[src/rtl/sweep_pkg.sv]
// Shared types and helpers for the exhaustive vector sweeper.
package sweep_pkg;

  // Sweeper control states.
  typedef enum logic [1:0] {
    IDLE  = 2'd0,
    DRIVE = 2'd1,
    DONE  = 2'd2
  } state_e;

  // Shortest hold that still leaves one cycle between vector change and compare.
  localparam int MIN_HOLD = 2;

  // Bits needed to count 0 .. value-1 (at least 1 bit for any value >= 2).
  function automatic int clog2(input int value);
    int w;
    w = 0;
    for (int i = 0; i < 31; i++) begin
      if ((32'sd1 <<< i) < value) begin
        w = i + 1;
      end else begin
        w = w;
      end
    end
    return w;
  endfunction

endpackage

[src/rtl/sweep_scoreboard.sv]
// Compare register, saturating mismatch counter and first-fail latch.
module sweep_scoreboard
  import sweep_pkg::*;
#(
  parameter int N_IN  = 4,
  parameter int N_OUT = 2
) (
  input  logic              clk,
  input  logic              rst,
  input  logic              clear_i,
  input  logic              cmp_en_i,
  input  logic [N_IN-1:0]   vec_i,
  input  logic [N_OUT-1:0]  dut_resp_i,
  input  logic [N_OUT-1:0]  exp_resp_i,
  output logic              sample_valid_o,
  output logic              sample_fail_o,
  output logic [N_IN:0]     mismatch_cnt_o,
  output logic              first_fail_valid_o,
  output logic [N_IN-1:0]   first_fail_vec_o
);

  localparam logic [N_IN:0] CNT_MAX = {(N_IN+1){1'b1}};
  localparam logic [N_IN:0] CNT_ONE = {{N_IN{1'b0}}, 1'b1};

  logic            fail_s;
  logic            valid_q, valid_d;
  logic            fail_q, fail_d;
  logic [N_IN:0]   cnt_q, cnt_d;
  logic            ffv_q, ffv_d;
  logic [N_IN-1:0] ffvec_q, ffvec_d;

  assign fail_s = (dut_resp_i != exp_resp_i);

  // Next values: sample pulse, counter update and first-fail capture.
  always_comb begin
    valid_d = cmp_en_i;
    fail_d  = cmp_en_i && fail_s;
    cnt_d   = cnt_q;
    ffv_d   = ffv_q;
    ffvec_d = ffvec_q;
    if (clear_i) begin
      cnt_d   = {(N_IN+1){1'b0}};
      ffv_d   = 1'b0;
      ffvec_d = {N_IN{1'b0}};
    end else if (cmp_en_i && fail_s) begin
      if (cnt_q == CNT_MAX) begin
        cnt_d = cnt_q;
      end else begin
        cnt_d = cnt_q + CNT_ONE;
      end
      if (!ffv_q) begin
        ffv_d   = 1'b1;
        ffvec_d = vec_i;
      end else begin
        ffv_d   = ffv_q;
        ffvec_d = ffvec_q;
      end
    end else begin
      cnt_d   = cnt_q;
      ffv_d   = ffv_q;
      ffvec_d = ffvec_q;
    end
  end

  // Scoreboard registers with synchronous reset.
  always_ff @(posedge clk) begin
    if (rst) begin
      valid_q <= 1'b0;
      fail_q  <= 1'b0;
      cnt_q   <= {(N_IN+1){1'b0}};
      ffv_q   <= 1'b0;
      ffvec_q <= {N_IN{1'b0}};
    end else begin
      valid_q <= valid_d;
      fail_q  <= fail_d;
      cnt_q   <= cnt_d;
      ffv_q   <= ffv_d;
      ffvec_q <= ffvec_d;
    end
  end

  assign sample_valid_o     = valid_q;
  assign sample_fail_o      = fail_q;
  assign mismatch_cnt_o     = cnt_q;
  assign first_fail_valid_o = ffv_q;
  assign first_fail_vec_o   = ffvec_q;

endmodule

[src/rtl/vector_sweeper.sv]
// Exhaustive stimulus sequencer: walks every input vector, holds each for
// HOLD cycles and scores the DUT against its golden model on the last cycle.
module vector_sweeper
  import sweep_pkg::*;
#(
  parameter int N_IN  = 4,
  parameter int N_OUT = 2,
  parameter int HOLD  = 20
) (
  input  logic              clk,
  input  logic              rst,
  input  logic              start_i,
  input  logic              loop_i,
  output logic [N_IN-1:0]   vec_out_o,
  input  logic [N_OUT-1:0]  dut_resp_i,
  input  logic [N_OUT-1:0]  exp_resp_i,
  output logic              busy_o,
  output logic              done_o,
  output logic              sample_valid_o,
  output logic              sample_fail_o,
  output logic [N_IN:0]     mismatch_cnt_o,
  output logic              first_fail_valid_o,
  output logic [N_IN-1:0]   first_fail_vec_o
);

  // A hold shorter than the minimum is raised to the minimum.
  localparam int              HOLD_C    = (HOLD < MIN_HOLD) ? MIN_HOLD : HOLD;
  localparam int              HW        = clog2(HOLD_C);
  localparam logic [HW-1:0]   HOLD_LAST = HW'(HOLD_C - 1);
  localparam logic [HW-1:0]   HOLD_ONE  = HW'(1'b1);
  localparam logic [N_IN-1:0] VEC_LAST  = {N_IN{1'b1}};
  localparam logic [N_IN-1:0] VEC_ONE   = N_IN'(1'b1);

  state_e          state_q, state_d;
  logic [N_IN-1:0] vec_q, vec_d;
  logic [HW-1:0]   hold_q, hold_d;
  logic            busy_q, busy_d;
  logic            done_q, done_d;
  logic            start_ok_s;
  logic            last_hold_s;
  logic            last_vec_s;

  assign start_ok_s  = start_i && (state_q != DRIVE);
  assign last_hold_s = (state_q == DRIVE) && (hold_q == HOLD_LAST);
  assign last_vec_s  = (vec_q == VEC_LAST);

  // State register plus registered stimulus and status outputs.
  always_ff @(posedge clk) begin
    if (rst) begin
      state_q <= IDLE;
      vec_q   <= {N_IN{1'b0}};
      hold_q  <= {HW{1'b0}};
      busy_q  <= 1'b0;
      done_q  <= 1'b0;
    end else begin
      state_q <= state_d;
      vec_q   <= vec_d;
      hold_q  <= hold_d;
      busy_q  <= busy_d;
      done_q  <= done_d;
    end
  end

  // Next state: start leaves IDLE/DONE, last compare of a non-looping sweep ends it.
  always_comb begin
    state_d = state_q;
    case (state_q)
      IDLE: begin
        if (start_i) state_d = DRIVE;
        else         state_d = IDLE;
      end
      DRIVE: begin
        if (last_hold_s && last_vec_s && !loop_i) state_d = DONE;
        else                                      state_d = DRIVE;
      end
      DONE: begin
        if (start_i) state_d = DRIVE;
        else         state_d = DONE;
      end
      default: state_d = IDLE;
    endcase
  end

  // Output next values: vector/hold counters and the busy/done levels.
  always_comb begin
    vec_d  = vec_q;
    hold_d = hold_q;
    busy_d = 1'b0;
    done_d = 1'b0;
    case (state_q)
      IDLE, DONE: begin
        if (start_i) begin
          vec_d  = {N_IN{1'b0}};
          hold_d = {HW{1'b0}};
        end else begin
          vec_d  = vec_q;
          hold_d = hold_q;
        end
      end
      DRIVE: begin
        if (last_hold_s) begin
          hold_d = {HW{1'b0}};
          if (!last_vec_s) begin
            vec_d = vec_q + VEC_ONE;
          end else if (loop_i) begin
            vec_d = {N_IN{1'b0}};
          end else begin
            vec_d = vec_q;
          end
        end else begin
          hold_d = hold_q + HOLD_ONE;
          vec_d  = vec_q;
        end
      end
      default: begin
        vec_d  = {N_IN{1'b0}};
        hold_d = {HW{1'b0}};
      end
    endcase
    busy_d = (state_d == DRIVE);
    done_d = (state_d == DONE);
  end

  sweep_scoreboard #(
    .N_IN  (N_IN),
    .N_OUT (N_OUT)
  ) u_scoreboard (
    .clk                (clk),
    .rst                (rst),
    .clear_i            (start_ok_s),
    .cmp_en_i           (last_hold_s),
    .vec_i              (vec_q),
    .dut_resp_i         (dut_resp_i),
    .exp_resp_i         (exp_resp_i),
    .sample_valid_o     (sample_valid_o),
    .sample_fail_o      (sample_fail_o),
    .mismatch_cnt_o     (mismatch_cnt_o),
    .first_fail_valid_o (first_fail_valid_o),
    .first_fail_vec_o   (first_fail_vec_o)
  );

  assign vec_out_o = vec_q;
  assign busy_o    = busy_q;
  assign done_o    = done_q;

endmodule

[config.mk]
export PLATFORM = sky130hd
export DESIGN_NAME = vector_sweeper
export DESIGN_NICKNAME = d
export VERILOG_FILES = /design/src/rtl/sweep_pkg.sv /design/src/rtl/sweep_scoreboard.sv /design/src/rtl/vector_sweeper.sv
export SDC_FILE = /design/constraint.sdc
export NUM_CORES = 1
export LEC_CHECK = 0
export ABC_AREA = 0
export CAP_MARGIN = 15
export CORE_MARGIN = 1
export CORE_UTILIZATION = 30
export CTS_CLUSTER_SIZE = 40
export DETAILED_ROUTE_END_ITERATION = 8
export MAX_ROUTING_LAYER = met4
export PLACE_DENSITY = 0.49
export SYNTH_ARGS = -nofsm -noshare
export SYNTH_HDL_FRONTEND = slang
export SYNTH_SLANG_ARGS = --single-unit
export TNS_END_PERCENT = 10
[constraint.sdc]
create_clock -name clk -period 1.85 [get_ports clk]
set_input_delay 0.37 -clock clk [delete_from_list [all_inputs] [get_ports clk]]
set_output_delay 0.37 -clock clk [all_outputs]
set_load 0.05 [all_outputs]
After elaboration in Yosys (flattened, before gate mapping)
Index checks and enable logic that the tools add are counted.

Register bits: 25. Output and inout port bits: 18. Logic and storage cells: 51. Input port bits: 8.

Add/subtract/negate cells: 3. Muxes and demuxes: 12. Bitwise gates (word level): 2. Equality and inequality tests: 12. Reduce and logical (&&, ||, !) cells: 12.

Operators with widths (count): two-way mux 4 bit (4); adder 5 x 1 -> 5 bit (second input constant) (2); == test 5 bit (second input constant) (2); two-way mux 5 bit (2); case mux 5 bit (2 select lines) (1); case mux 4 bit (2 select lines) (1); case mux 2 bit (3 select lines) (1); logical AND 1 bit (5); adder 4 x 1 -> 4 bit (second input constant) (1); == test 2 x 1 -> 1 bit (second input constant) (2); == test 2 bit (second input constant) (2); == test 4 bit (second input constant) (1); two-way mux 2 bit (2); != test 2 bit (second input constant) (2); AND reduction 2 bit (2); OR reduction 2 bit (2); != test 3 bit (second input constant) (1); AND reduction 3 bit (1); logical NOT 2 bit (1); != test 2 x 1 -> 1 bit (second input constant) (1); != test 2 bit (1); NOT 1 bit (2); logical NOT 1 bit (1); two-way mux 1 bit (1).

Depth between registers and ports, before layout
Gate-level depths: netlist of the first run.

Depth in word-level cells: 7. Mapped depth: 7. Depth with buffers taken out: 7.

By module
From an unflattened synthesis of the first run, not the netlist that was laid out.

Cells, all modules: 138. Area, all modules: 1212.4 sq um.

Modules (own cells, without submodules): vector_sweeper (cells an instance 80, area an instance 701.9 sq um, seq. area each 260.2 sq um, times used 1); sweep_scoreboard (cells an instance 58, area an instance 510.5 sq um, seq. area each 240.2 sq um, times used 1).

Worst setup path after synthesis of the first run
Ideal clock, no wire load.

Path type: register to register. Start point: register u_scoreboard.cnt_q[0], in the netlist u_scoreboard.mismatch_cnt_o[0]. End point: register u_scoreboard.cnt_q[3], in the netlist u_scoreboard.mismatch_cnt_o[3]. Setup time: 0.071 ns. Required time: 1.779 ns. Period minus slack after synthesis: 1.922 ns. Slack: -0.072 ns. Path buffers: 0. Arrival: 1.852 ns. Cell stages (with the launch flop): 8. Path through: dfxtp_1 ha_1 and3_1 ha_1 inv_1 o2111ai_4 or3_1 a21oi_1.

Word-level cells in the longest chain between the ends: 3. Elaborated cells on any way between the ends: 4. Those cells by class: add/sub: 1; eq/ne: 1; bitwise: 1; reduce/logical: 1.

RTL lines: from (decl) (RTL line sweep_scoreboard.sv:28) `logic [N_IN:0] cnt_q, cnt_d;`; from (signal assigned) (RTL line sweep_scoreboard.sv:70) `cnt_q <= {(N_IN+1){1'b0}};`; from (signal assigned) (RTL line sweep_scoreboard.sv:76) `cnt_q <= cnt_d;`; parallel branches: the longest is 3 deep, another holds adder 5 x 1 -> 5 bit.

Several ways; the timed one is not identified. A chain may end at the register's enable or synchronous reset.

Worst setup path in the final report of the first run
Start point: register u_scoreboard.valid_q, in the netlist u_scoreboard.sample_valid_o. End point: output sample_valid_o.

RTL lines: from (decl) (RTL line sweep_scoreboard.sv:26) `logic valid_q, valid_d;`; from (signal assigned) (RTL line sweep_scoreboard.sv:74) `valid_q <= valid_d;`; to (decl) (RTL line vector_sweeper.sv:19) `output logic sample_valid_o,`.

No word-level cell between the ends.

==> impl_metrics.json, run 1 <==
{
  "grt-ovfl-total": 0,
  "die_h_um": 63.27,
  "finalCritPeriodShare_pct": 95.05,
  "run_status": "finished clean",
  "drt-wirelength-per-cell_um": 12.28,
  "ctsRootBufferMaster": "clkbuf_8",
  "viasPerCell": 5.010,
  "synthesis.area_mm2": 0.001126,
  "cts_resized": 0,
  "crit_chain": "clkdlybuf4s50_1",
  "ctsHoldBuffers": 0,
  "fin_cells": 200,
  "cts_tree": "yes",
  "numPortBuffers": 25,
  "synth.distinct_cells": 35,
  "syn_area_per_cell_um2": 9.306,
  "critical-path-top-delay-family": "buffers and inverters",
  "core_area_mm2": 0.003468,
  "num_io_pins": 26,
  "p_leak_nw": 0.5891,
  "grt.total_usage_pct": 13.71,
  "critPathKind": "reg -> out",
  "rsz0062_at_grt": "false",
  "netlist.area_leader.share_pct": 44.44,
  "die_w_um": 63.27,
  "ys_seq_area_share_pct": 44.44,
  "clk_latency_ns": 0.26,
  "hold_violations": 0,
  "cts_setup_buffers": 0,
  "slew_headroom_pct": 67.25,
  "drt.antenna.violating_nets": 0,
  "final_max_slew_viol_count": 0,
  "drt_wl_total_um": 2456,
  "num_vias": 1002,
  "antenna_found_initial": 0,
  "synthCells": 121,
  "cts_buffer_depth": 2,
  "cts_buffers": 3,
  "fin_util_pct": 42.79,
  "firstDrtPassIters": 4,
  "n_antenna_cell": 0,
  "cts-htree-levels": 1,
  "initial_core_util_pct": 32.47,
  "clk_pin_slew_ns": 0.08,
  "crit_path_end_kind": "output pin",
  "layout.nets": 167,
  "synth-seq-cells": 25,
  "final-setup-viol-count": 0,
  "placedCellCount": 196,
  "cts_sinks": 25,
  "rows": 21,
  "slowest_stage": "clkdlybuf4s50_1",
  "gp_congestion": 0.7484,
  "maxCapViolCount": 0,
  "slowest_delay_ns": 0.80,
  "critPathArrivalTime_ns": 1.39,
  "hold_path.class": "reg -> reg",
  "skew_ns": 0.003887,
  "dieArea_mm2": 0.004002,
  "grt_pass1_wl_um": 4215,
  "worstPathMaxFanout": 1,
  "powerDensity_mw_per_mm2": 646.9,
  "fmax_ghz": 0.5687,
  "worst_pin_slew_ns": 0.4898,
  "synth_nets": 133,
  "required_ns": 1.48,
  "start_kind": "flip-flop",
  "yosysTopAreaCell": "dfxtp_1",
  "drt_iter0_markers": 32,
  "dpl.hpwl_um": 1872,
  "area_delta_synth_final_pct": 31.78,
  "drcViolationCount": 0,
  "finalWorstPathRequiredPeriod_ns": 1.758,
  "synth.area.top_cells": "dfxtp_1 (44%), mux2i_1 (5.3%), nor2_1 (5.3%), a21oi_1 (4.9%), ha_1 (4.4%)",
  "synth_warnings": 0,
  "drive_above_1_share_pct": 22.08,
  "cp.buffers_inverters": 1,
  "grt_start_max_net_pins": 14,
  "grt_pass1_vias": 942,
  "vdd_drop_max_mv": 0.3501
}
-- layout make-up --
type / count / area, um2
fill: 374 / 1984
multi-input combinational: 87 / 584.3
sequential: 25 / 503.0
timing repair buffer: 33 / 275.3
tap: 46 / 57.56
clock buffer: 4 / 45.04
inverter: 5 / 18.77
-- cell families after synthesis --
group           Yosys count  synth area share [%]
simple gates             44                 20.11
compound gates           30                 19.00
flops                    25                 44.44
buf+inv                   9                 3.667
mux                       6                 5.334
fa+ha+maj                 4                 4.445
xor+xnor                  3                 3.001
-- worst register-to-register path: stages (launching register included) --
cell	delay [ns]
dfxtp_2	0.34
ha_1	0.22
and3_1	0.19
ha_1	0.17
inv_1	0.09
o2111ai_4	0.15
or3_1	0.38
a21oi_1	0.14
-- Yosys cell counts (all sizes together) --
master   instances
xor2             3
nor2            16
inv              5
a32o             1
a211o            1
and4bb           1
dfxtp           25
clkbuf           3
nor3             5
and2b            1
and3             2
nand2b           2
nand2            5
mux2i            6
o21ai            5
o2111a           1
a21oi           11
ha               4
buf              1
or2              2
a311oi           1
nand3b           1
a31oi            2
o21ba            1
a31o             1
or3              2
a22oi            1
nand3            4
a2bb2oi          1
nand4b           2
a21o             2
o2111ai          1
nor4             1
o22ai            1
-- metrics by stage --
step | power, W | setup WS [ns] | setup TNS, ns | area [um2] | hold slack [ns]
floorplan | 0.0006144 | 0.06540 | 0 | 1129 | 0.4421
global placement | 0.0006538 | -0.01750 | -0.06081 | 1439 | 0.4659
detailed placement | 0.0006551 | -0.04776 | -0.1987 | 1439 | 0.4763
CTS | 0.0009699 | 0.08418 | 0 | 1484 | 0.4895
global route | 0.001003 | 0.005515 | 0 | 1484 | 0.5135
finish | 0.0009600 | 0.09154 | 0 | 1484 | 0.4863
-- cell usage in the layout, fill, tap and decap left out, types with 2 or more instances in the layout --
cell type and count:
buf_4 22, clkdlybuf4s50_1 11, nor2_1 16, clkbuf_8 3
and3_1 2, nand2_1 5, nand4b_1 2, nand3_1 4
or2_2 2, a21oi_1 11, a31oi_1 2, inv_1 5
a21o_1 2, o21ai_0 5, xor2_1 2, ha_1 4
nor3_1 5, dfxtp_1 23, mux2i_1 6, nand2b_1 2
dfxtp_2 2, or3_1 2
-- per-layer routing --
metal | vias up | share of wire (%) | GRT usage (%)
met3 | 4 | 4.2 | 3.080
met1 | 470 | 52 | 17.59
met4 | 0 | 1.8 | 5.966
met5 | - | 0 | -
met2 | 26 | 42 | 20.56
li1 | 502 | - | -
-- sequential cells by signal, indices dropped and copies added (netlist names) --
register,count
hold_q,5
busy_o,1
u_scoreboard.first_fail_valid_o,1
u_scoreboard.mismatch_cnt_o,5
vec_out_o,4
state_q,2
done_o,1
u_scoreboard.sample_valid_o,1
u_scoreboard.first_fail_vec_o,4
u_scoreboard.sample_fail_o,1
-- path summary, 6_finish.rpt --
check	from	end	slack (ns)	cells after the start
max	u_scoreboard.sample_valid_o	sample_valid_o	0.09	1
min	u_scoreboard.first_fail_valid_o	u_scoreboard.first_fail_valid_o	0.49	2
max reg2reg	u_scoreboard.mismatch_cnt_o[0]	u_scoreboard.mismatch_cnt_o[3]	0.12	7
min reg2reg	u_scoreboard.first_fail_valid_o	u_scoreboard.first_fail_valid_o	0.49	2
-- report_power, final --
part	switching, W	leakage (nW)	internal [W]
Sequential	0.00000435	0.203	0.000543
Combinational	0.0000532	0.363	0.0000408
Clock	0.000164	0.0228	0.000154
Total	0.000222	0.589	0.000738
Power figures use the tool's default switching activity.
==> run 2: changes to the inputs <==
GPL_ROUTABILITY_DRIVEN = 0   (was not set)
clock period = 2.2 ns   (was 1.85 ns; I/O delays follow)
==> run 2 against run 1 <==
Hold slack got worse by 0.0090 ns. Global-route usage fell by 0.67 points. Design area fell by 0.76%. Routed wire length fell by 2.1%. Via count fell by 4.0%.
==> impl_metrics.json, run 2 (same netlist as run 1, synthesis figures left out) <==
{
  "cts_buffer_depth": 2,
  "cts_setup_buffers": 0,
  "n_antenna_cell": 0,
  "cts_tree": "yes",
  "clk_pin_slew_ns": 0.09,
  "die_w_um": 63.27,
  "hold_violations": 0,
  "met1_usage_pct": 17.70,
  "p_int_w": 0.0006138,
  "slew_headroom_pct": 66.29,
  "vdd_drop_max_mv": 0.1990,
  "slowest_stage": "clkdlybuf4s50_1",
  "drt_iter0_markers": 21,
  "layout.nets": 161,
  "antenna_found_initial": 0,
  "final_max_slew_viol_count": 0,
  "run_status": "finished clean",
  "placedCellCount": 190,
  "num_vias": 962,
  "die_h_um": 63.27,
  "final-setup-viol-count": 0,
  "initial_core_util_pct": 32.47,
  "skew_ns": 0.005144,
  "grt_pass1_vias": 870,
  "drt.antenna.violating_nets": 0,
  "dpl.hpwl_um": 1757,
  "cts-htree-levels": 1,
  "numPortBuffers": 25,
  "cts_sinks": 25,
  "cts_buffers": 3,
  "timing.final.ws_setup_ns": 0.1856,
  "firstDrtPassIters": 4,
  "maxCapViolCount": 0,
  "finalCritPeriodShare_pct": 91.56,
  "busiest_layer": "met2",
  "num_io_pins": 26,
  "drive_above_1_share_pct": 8.784,
  "critPathArrivalTime_ns": 1.57,
  "fin_cells": 194,
  "rows": 21,
  "drcViolationCount": 0,
  "place_area_mm2": 0.001426,
  "start_kind": "flip-flop",
  "viasPerCell": 4.959,
  "seqPwrFrac_pct": 57.4,
  "tns_ns": 0,
  "core_area_mm2": 0.003468,
  "cp.buffers_inverters": 1,
  "clk_latency_ns": 0.27,
  "grt.total_usage_pct": 13.05,
  "rsz0062_at_grt": "false",
  "ctsHoldBuffers": 0,
  "crit_path_end_kind": "output pin",
  "stdcell_area_mm2": 0.001473,
  "worst_pin_slew_ns": 0.5041,
  "grt-ovfl-total": 0,
  "grtUsageMet3_pct": 2.899,
  "clockPowerShare_pct": 33.4,
  "swShare_pct": 23.46,
  "p_comb_share_pct": 9.2,
  "drt-wirelength-per-cell_um": 12.39,
  "cts_resized": 0,
  "switchingPower_w": 0.0001881,
  "worstPathMaxFanout": 7,
  "powerDensity_mw_per_mm2": 544.5,
  "ctsRootBufferMaster": "clkbuf_8",
  "hold_path.class": "reg -> reg",
  "dp_slack_ns": 0.1153,
  "slowest_delay_ns": 0.85,
  "grt_pass1_wl_um": 3939,
  "required_ns": 1.76,
  "area_delta_synth_final_pct": 30.78,
  "crit_chain": "clkdlybuf4s50_1",
  "dieArea_mm2": 0.004002,
  "critPathKind": "reg -> out",
  "grt_start_max_net_pins": 15,
  "drt_wl_total_um": 2404,
  "fmax_ghz": 0.4964,
  "critical-path-top-delay-family": "buffers and inverters",
  "finalWorstPathRequiredPeriod_ns": 2.014,
  "gr-usage-met2_pct": 18.68,
  "p_leak_nw": 0.5328,
  "total_power_w": 0.0008019,
  "most-common-layout-cells": "dfxtp_1 (25), clkdlybuf4s50_1 (25), nor2_1 (16), a21oi_1 (11), mux2i_1 (6)"
}
## run 2: metal layers
metal  wire length [um]  up-vias  share of wire, %
met5                  0        -                 0
met4                 34        0               1.4
met3                 95        4               4.0
met2               1062       24                44
met1               1212      442                50
li1                   -      492                 -
## run 2: metrics by stage
stage | utilization [%] | hold slack (ns)
after global placement | 41.13 | 0.4679
final | 42.46 | 0.4773
after detailed placement | 41.13 | 0.4725
after CTS | 42.46 | 0.4868
after floorplan | - | 0.4583
after global routing | 42.46 | 0.5241
## run 2: area by class of cell
| class | instances | area (um2) |
|---|---|---|
| Clock buffer | 3 | 41.29 |
| Clock inverter | 1 | 5.005 |
| Fill cell | 355 | 1996 |
| Inverter | 5 | 18.77 |
| Multi-Input combinational cell | 87 | 584.3 |
| Sequential cell | 25 | 500.5 |
| Tap cell | 46 | 57.56 |
| Timing Repair Buffer | 27 | 265.3 |
## run 2: final timing paths
check,startpoint,endpoint,slack (ns),cells past startpoint
setup / recovery,vec_out_o[0],vec_out_o[0],0.19,1
hold / removal,u_scoreboard.first_fail_valid_o,u_scoreboard.first_fail_valid_o,0.48,2
setup reg to reg,hold_q[0],u_scoreboard.mismatch_cnt_o[3],0.26,5
hold reg to reg,u_scoreboard.first_fail_valid_o,u_scoreboard.first_fail_valid_o,0.48,2
## run 2: power groups by stage
stage | clock (W) | sequential, W | combinational, W
2_1_floorplan | 0 | 0.000476 | 0.0000406
3_3_place_gp | 0 | 0.000471 | 0.0000744
3_5_place_dp | 0 | 0.000471 | 0.0000744
4_1_cts | 0.000284 | 0.000461 | 0.0000749
5_1_grt | 0.000300 | 0.000461 | 0.0000807
6_report | 0.000268 | 0.000460 | 0.0000739
==> run 3: changes to the inputs <==
HOLD_SLACK_MARGIN = 0.02   (was not set)
REMOVE_ABC_BUFFERS = 1   (was not set)
==> run 3 against run 2 <==
Setup slack got worse by 0.0061 ns. Via count rose by 1.7%. Core utilization rose by 0.072 points. Die area did not move. Sequential share of layout area fell by 0.058 points. Combinational power rose by 0.7%. Sequential power barely moved. Register-to-register slack got worse by 0.05 ns. Fmax fell by 0.30%. Global-route usage rose by 0.31 points. Clock skew barely moved.
==> impl_metrics.json, run 3 (same netlist as run 1, synthesis figures left out) <==
{
  "run_status": "finished clean",
  "critical-path-top-delay-family": "buffers and inverters",
  "die_h_um": 63.27,
  "rows": 21,
  "dieArea_mm2": 0.004002,
  "finalCritPeriodShare_pct": 91.84,
  "start_kind": "flip-flop",
  "hold_depth": 2,
  "whs_endpoint": "u_scoreboard.first_fail_valid_o",
  "cts_buffer_depth": 2,
  "viasPerCell": 5.041,
  "r2r_start": "hold_q[0]",
  "r2r_setup_slack_ns": 0.21,
  "fmax_ghz": 0.4949,
  "numPortBuffers": 25,
  "tns_ns": 0,
  "final_max_slew_viol_count": 0,
  "clk_latency_ns": 0.27,
  "finalWorstPathRequiredPeriod_ns": 2.021,
  "ctsRootBufferMaster": "clkbuf_8",
  "slowest_delay_ns": 0.85,
  "drive_above_1_share_pct": 8.784,
  "slew_headroom_pct": 66.44,
  "crit_chain": "clkdlybuf4s50_1",
  "slowest_stage": "clkdlybuf4s50_1",
  "seqCellArea_um2": 500.5,
  "drt-wirelength-per-cell_um": 12.55,
  "cts_tree": "yes",
  "antenna_found_initial": 0,
  "fillCellCount": 362,
  "cts_setup_buffers": 0,
  "holdCritStartpoint": "u_scoreboard.first_fail_valid_o",
  "rsz0062_at_grt": "false",
  "critPathKind": "reg -> out",
  "worstPathMaxFanout": 7,
  "grt_start_max_net_pins": 16,
  "die_w_um": 63.27,
  "area_delta_synth_final_pct": 31.00,
  "critPathArrivalTime_ns": 1.58,
  "grt_pass1_wl_um": 4064,
  "layout.nets": 161,
  "drt_wl_total_um": 2435,
  "ctsHoldBuffers": 0,
  "cts_resized": 0,
  "required_ns": 1.76,
  "skew_ns": 0.005371,
  "crit_path_end_kind": "output pin",
  "rr_endpoint": "u_scoreboard.mismatch_cnt_o[3]",
  "worstRegToRegCells": 5,
  "core_area_mm2": 0.003468,
  "hold_violations": 0,
  "hold_path.class": "reg -> reg",
  "cts-htree-levels": 1,
  "cp.buffers_inverters": 1,
  "drt_iter0_markers": 57,
  "num_vias": 978,
  "most-common-layout-cells": "dfxtp_1 (25), clkdlybuf4s50_1 (25), nor2_1 (16), a21oi_1 (11), mux2i_1 (6)",
  "fin_cells": 194,
  "worst_pin_slew_ns": 0.5018,
  "final-setup-viol-count": 0,
  "grt_pass1_vias": 889,
  "total_power_w": 0.0008103,
  "grt-ovfl-total": 0,
  "clk_pin_slew_ns": 0.09,
  "firstDrtPassIters": 4,
  "vdd_drop_max_mv": 0.3674,
  "powerDensity_mw_per_mm2": 549.3,
  "startpoint": "vec_out_o[0]",
  "maxCapViolCount": 0,
  "drcViolationCount": 0,
  "multi_input_area_um2": 584.3,
  "initial_core_util_pct": 32.47,
  "cts_buffers": 3,
  "whs_ns": 0.4765,
  "grt.total_usage_pct": 13.35,
  "dpl.hpwl_um": 1789,
  "placedCellCount": 190,
  "drt.antenna.violating_nets": 0,
  "cts_sinks": 25,
  "num_io_pins": 26,
  "n_antenna_cell": 0,
  "p_leak_nw": 0.5291
}
-- run 3: changes by cell type in the layout (fill, tap and decap cells not counted) --
| cell | change |
|---|---|
| clkinvlp_4 | +1 |
| clkinv_2 | -1 |
-- run 3: how the worst max path moves through the flow --
stage,to,cells past startpoint
3_3_place_gp,u_scoreboard.mismatch_cnt_o[3],5
5_1_grt,u_scoreboard.mismatch_cnt_o[3],5
2_1_floorplan,u_scoreboard.mismatch_cnt_o[3],7
3_5_place_dp,u_scoreboard.mismatch_cnt_o[3],5
4_1_cts,vec_out_o[0],1
6_report,vec_out_o[0],1
-- run 3: stage by stage --
step | setup WS (ns) | utilization [%] | area [um2]
2_1_floorplan | 0.2705 | - | 1104
3_3_place_gp | 0.1782 | 41.13 | 1426
3_5_place_dp | 0.1368 | 41.13 | 1426
4_1_cts | 0.1696 | 42.53 | 1475
5_1_grt | 0.05718 | 42.53 | 1475
6_report | 0.1795 | 42.53 | 1475
-- run 3: where the power goes --
| part | internal [W] | switching, W |
|---|---|---|
| logic | 0.0000302 | 0.0000442 |
| clock network | 0.000128 | 0.000147 |
| registers | 0.000457 | 0.00000381 |
-- run 3: area by class of cell --
type / count / share of cell area, %
multi-input cells: 87 / 39.61
flip-flops and latches: 25 / 33.93
repair buffers: 27 / 17.98
well taps: 46 / 3.902
clock buffers: 3 / 2.799
inverters: 5 / 1.272
clock inverters: 1 / 0.5089
-- run 3: routing by layer --
layer | vias up | global-route usage [%] | share of wire (%)
li1 | 488 | - | -
met1 | 464 | 17.59 | 52
met2 | 24 | 19.76 | 43
met3 | 2 | 4.710 | 4.3
met4 | 0 | 2.557 | 0.74
met5 | - | - | 0
==> RTL edit: new RTL, flow settings as in run 2 <==
`N_IN` is set to 4 in 2 places; all go to 5.
--- a/src/rtl/sweep_scoreboard.sv
+++ b/src/rtl/sweep_scoreboard.sv
@@ -2,7 +2,7 @@
 module sweep_scoreboard
   import sweep_pkg::*;
 #(
-  parameter int N_IN  = 4,
+  parameter int N_IN  = 5,
   parameter int N_OUT = 2
 ) (
   input  logic              clk,
--- a/src/rtl/vector_sweeper.sv
+++ b/src/rtl/vector_sweeper.sv
@@ -3,7 +3,7 @@
 module vector_sweeper
   import sweep_pkg::*;
 #(
-  parameter int N_IN  = 4,
+  parameter int N_IN  = 5,
   parameter int N_OUT = 2,
   parameter int HOLD  = 20
 ) (
Interface: changed (resized first_fail_vec_o, mismatch_cnt_o and vec_out_o); port bits go from 26 to 29. The function was not compared with the original's and may differ.
==> RTL edit against run 2 <==
Area after synthesis increased by 13%; routed wire length increased by 25%; sequential cell count increased by 3; setup slack got worse by 0.045 ns; sequential power increased by 12%; final cell count increased by 18%; power increased by 26%; final area increased by 19%.
==> RTL edit: results (changes against run 2) <==
Worst setup path
  – R2r setup slk: 0.23 ns (-0.03 ns)
  – Reg2reg start: vec_out_o[1]
  – CP Launch Type: flip-flop
  – CP max-delay cell: clkdlybuf4s50_1
  – Crit Path Max Fanout: 8 (+1)
  – Crit path DAT: 1.62 ns (+0.05 ns)
  – Max stage delay on crit path: 0.86 ns
  – FF-to-FF path depth: 7 (+2)
  – Setup crit start: u_scoreboard.first_fail_valid_o
  – Worst r2r dst: vec_out_o[1]
  – CP top delay family: buffers and inverters
  – Critical Path End: first_fail_valid_o

Clock tree
  – CTS resizes: 0 (unchanged)
  – Inserted Clock Buffers: 3 (unchanged)
  – CTS Buffer Depth: 2 (unchanged)
  – CTS H-tree lvls: 1 (unchanged)

Finish
  – Layout cell share with drive strength beyond 1: 9.50% (+0.71 points)
  – Ant. Diodes: 0 (unchanged)
  – Nets@finish: 192 (+19%)
  – Fillcell total: 413 (+16%)
  – Largest register FFs: 6

GRT
  – Initial antenna violation count: 0 (unchanged)
  – Met1 Usage GRT: 19.8% (+2.1 points)
  – Global-route wire length before repair: 5150 um (+31%)
  – Met3 usage: 2.53% (-0.36 points)
  – Total GRT Usage: 15.5% (+2.4 points)
  – GR Layer Usage met2: 24.5% (+5.8 points)
  – Vias in the first global route: 1134 (+30%)
  – Largest net degree at the start of global routing: 19 (+4)

STA
  – Slew HR: 60.0% (-6.3 points)
  – Setup Skew: 0.0102 ns (+0.00506 ns)
  – Setup ws final: 0.141 ns (-0.0446 ns)

Power and ir drop
  – Leakage: 0.603 nW (+13%)
  – Peak supply drop: 0.332 mV (+67%)

Synthesis
  – Commonest cells in the netlist: 28 x dfxtp_1, 17 x a21oi_1, 13 x nor2_1, 11 x o21ai_0, 10 x nand2_1
  – Syn Nets: 155 (+17%)
  – Top cells by area, synth: dfxtp_1 44%, a21oi_1 6.7%, o21ai_0 4.3%
  – Synth unique cells: 34 (-2.9%)
  – Post-synth ARST share: 0% (unchanged)
  – Synthesis Warnings: 0 (unchanged)
  – Sequential-to-total area share from yosys stat: 44.0% (-0.48 points)

Outcome
  – Status: completed

Drt
  – Via density per instance: 5.06 (+2.0%)
  – Final wirelength: 3000 um (+25%)
  – 1st-iter DRT viols: 47 (+120%)
  – Number of detailed-route iterations in the first pass: 4 (unchanged)

Place
  – PortBufs: 28 (+12%)
  – Pre-CTS setup slack: 0.0332 ns (-0.0821 ns)
  – Hpwl dp: 2200 um (+25%)
RTL edit: cell count changes after synthesis, sizes merged, moves of 3 or more:
cell and delta:
inv -3, dfxtp +3, nand2 +5, a21oi +6, o21ai +6, clkbuf +3
nor2 -3, xor2 -3
RTL edit: metrics by stage:
step	std cells	utilization [%]	power (mW)	area, um^2	TNS (ns)
global placement	224	41.4	0.611	1670	0
finish	229	43.3	1.01	1750	0
floorplan	143	-	0.574	1270	0
global route	229	43.3	1.06	1750	-0.00393
detailed placement	224	41.4	0.612	1670	0
CTS	228	43.1	1.03	1740	0
RTL edit: per-layer routing:
| layer | part of all wire, % | vias to the layer above |
|---|---|---|
| met3 | 2.4 | 5 |
| met5 | 0 | - |
| met2 | 48 | 14 |
| li1 | - | 600 |
| met4 | 1.3 | 0 |
| met1 | 49 | 539 |
RTL edit: how the worst min path moves through the flow:
stage	slack, ns	start	end	cells past startpoint
detailed placement	0.48	u_scoreboard.first_fail_vec_o[1]	u_scoreboard.first_fail_vec_o[1]	2
global route	0.51	u_scoreboard.first_fail_vec_o[4]	u_scoreboard.first_fail_vec_o[4]	2
global placement	0.47	u_scoreboard.first_fail_vec_o[4]	u_scoreboard.first_fail_vec_o[4]	2
floorplan	0.48	state_q[1]	done_o	2
CTS	0.49	u_scoreboard.first_fail_vec_o[3]	u_scoreboard.first_fail_vec_o[3]	2
finish	0.49	u_scoreboard.first_fail_vec_o[2]	u_scoreboard.first_fail_vec_o[2]	2
RTL edit: logic make-up after synthesis:
| family | share of synthesized area, % |
|---|---|
| and+or+nand+nor | 23.8 |
| buffers and inverters | 2.65 |
| DFF | 44.0 |
| xor gates and xnor gates | 1.37 |
| muxes | 3.14 |
| AOI/OAI and AO/OA | 21.1 |
| adders and majority gates | 3.93 |
RTL edit: power breakdown:
group	total [mW]	leakage [nW]	switching, mW	internal (mW)
Clock	0.410	0.0357	0.166	0.244
Sequential	0.516	0.226	0.00401	0.511
Combinational	0.0872	0.341	0.0480	0.0392
Total	1.01	0.603	0.218	0.795
RTL edit: worst reg2reg max path, delay by kind of cell, from the launching register on:
kind                       cells  cell delay, ns
adders and majority gates      2            0.45
and+or+nand+nor                3            0.52
muxes                          1            0.21
DFF                            1            0.41
AOI/OAI and AO/OA              1            0.26
RTL edit: final cells by class:
class	count	area share [%]
Clock buffer	3	2.37
Clock inverter	1	1.72
Sequential cell	28	32.1
Multi-Input combinational cell	106	39.0
Tap cell	50	3.58
Timing Repair Buffer	39	20.8
Inverter	2	0.430
RTL edit: what timing repair did:
action	in CTS	in global routing
setup buffers	0	1
hold buffers	0	0
endpoints found under the setup margin	0	1
endpoints found under the hold margin	0	0
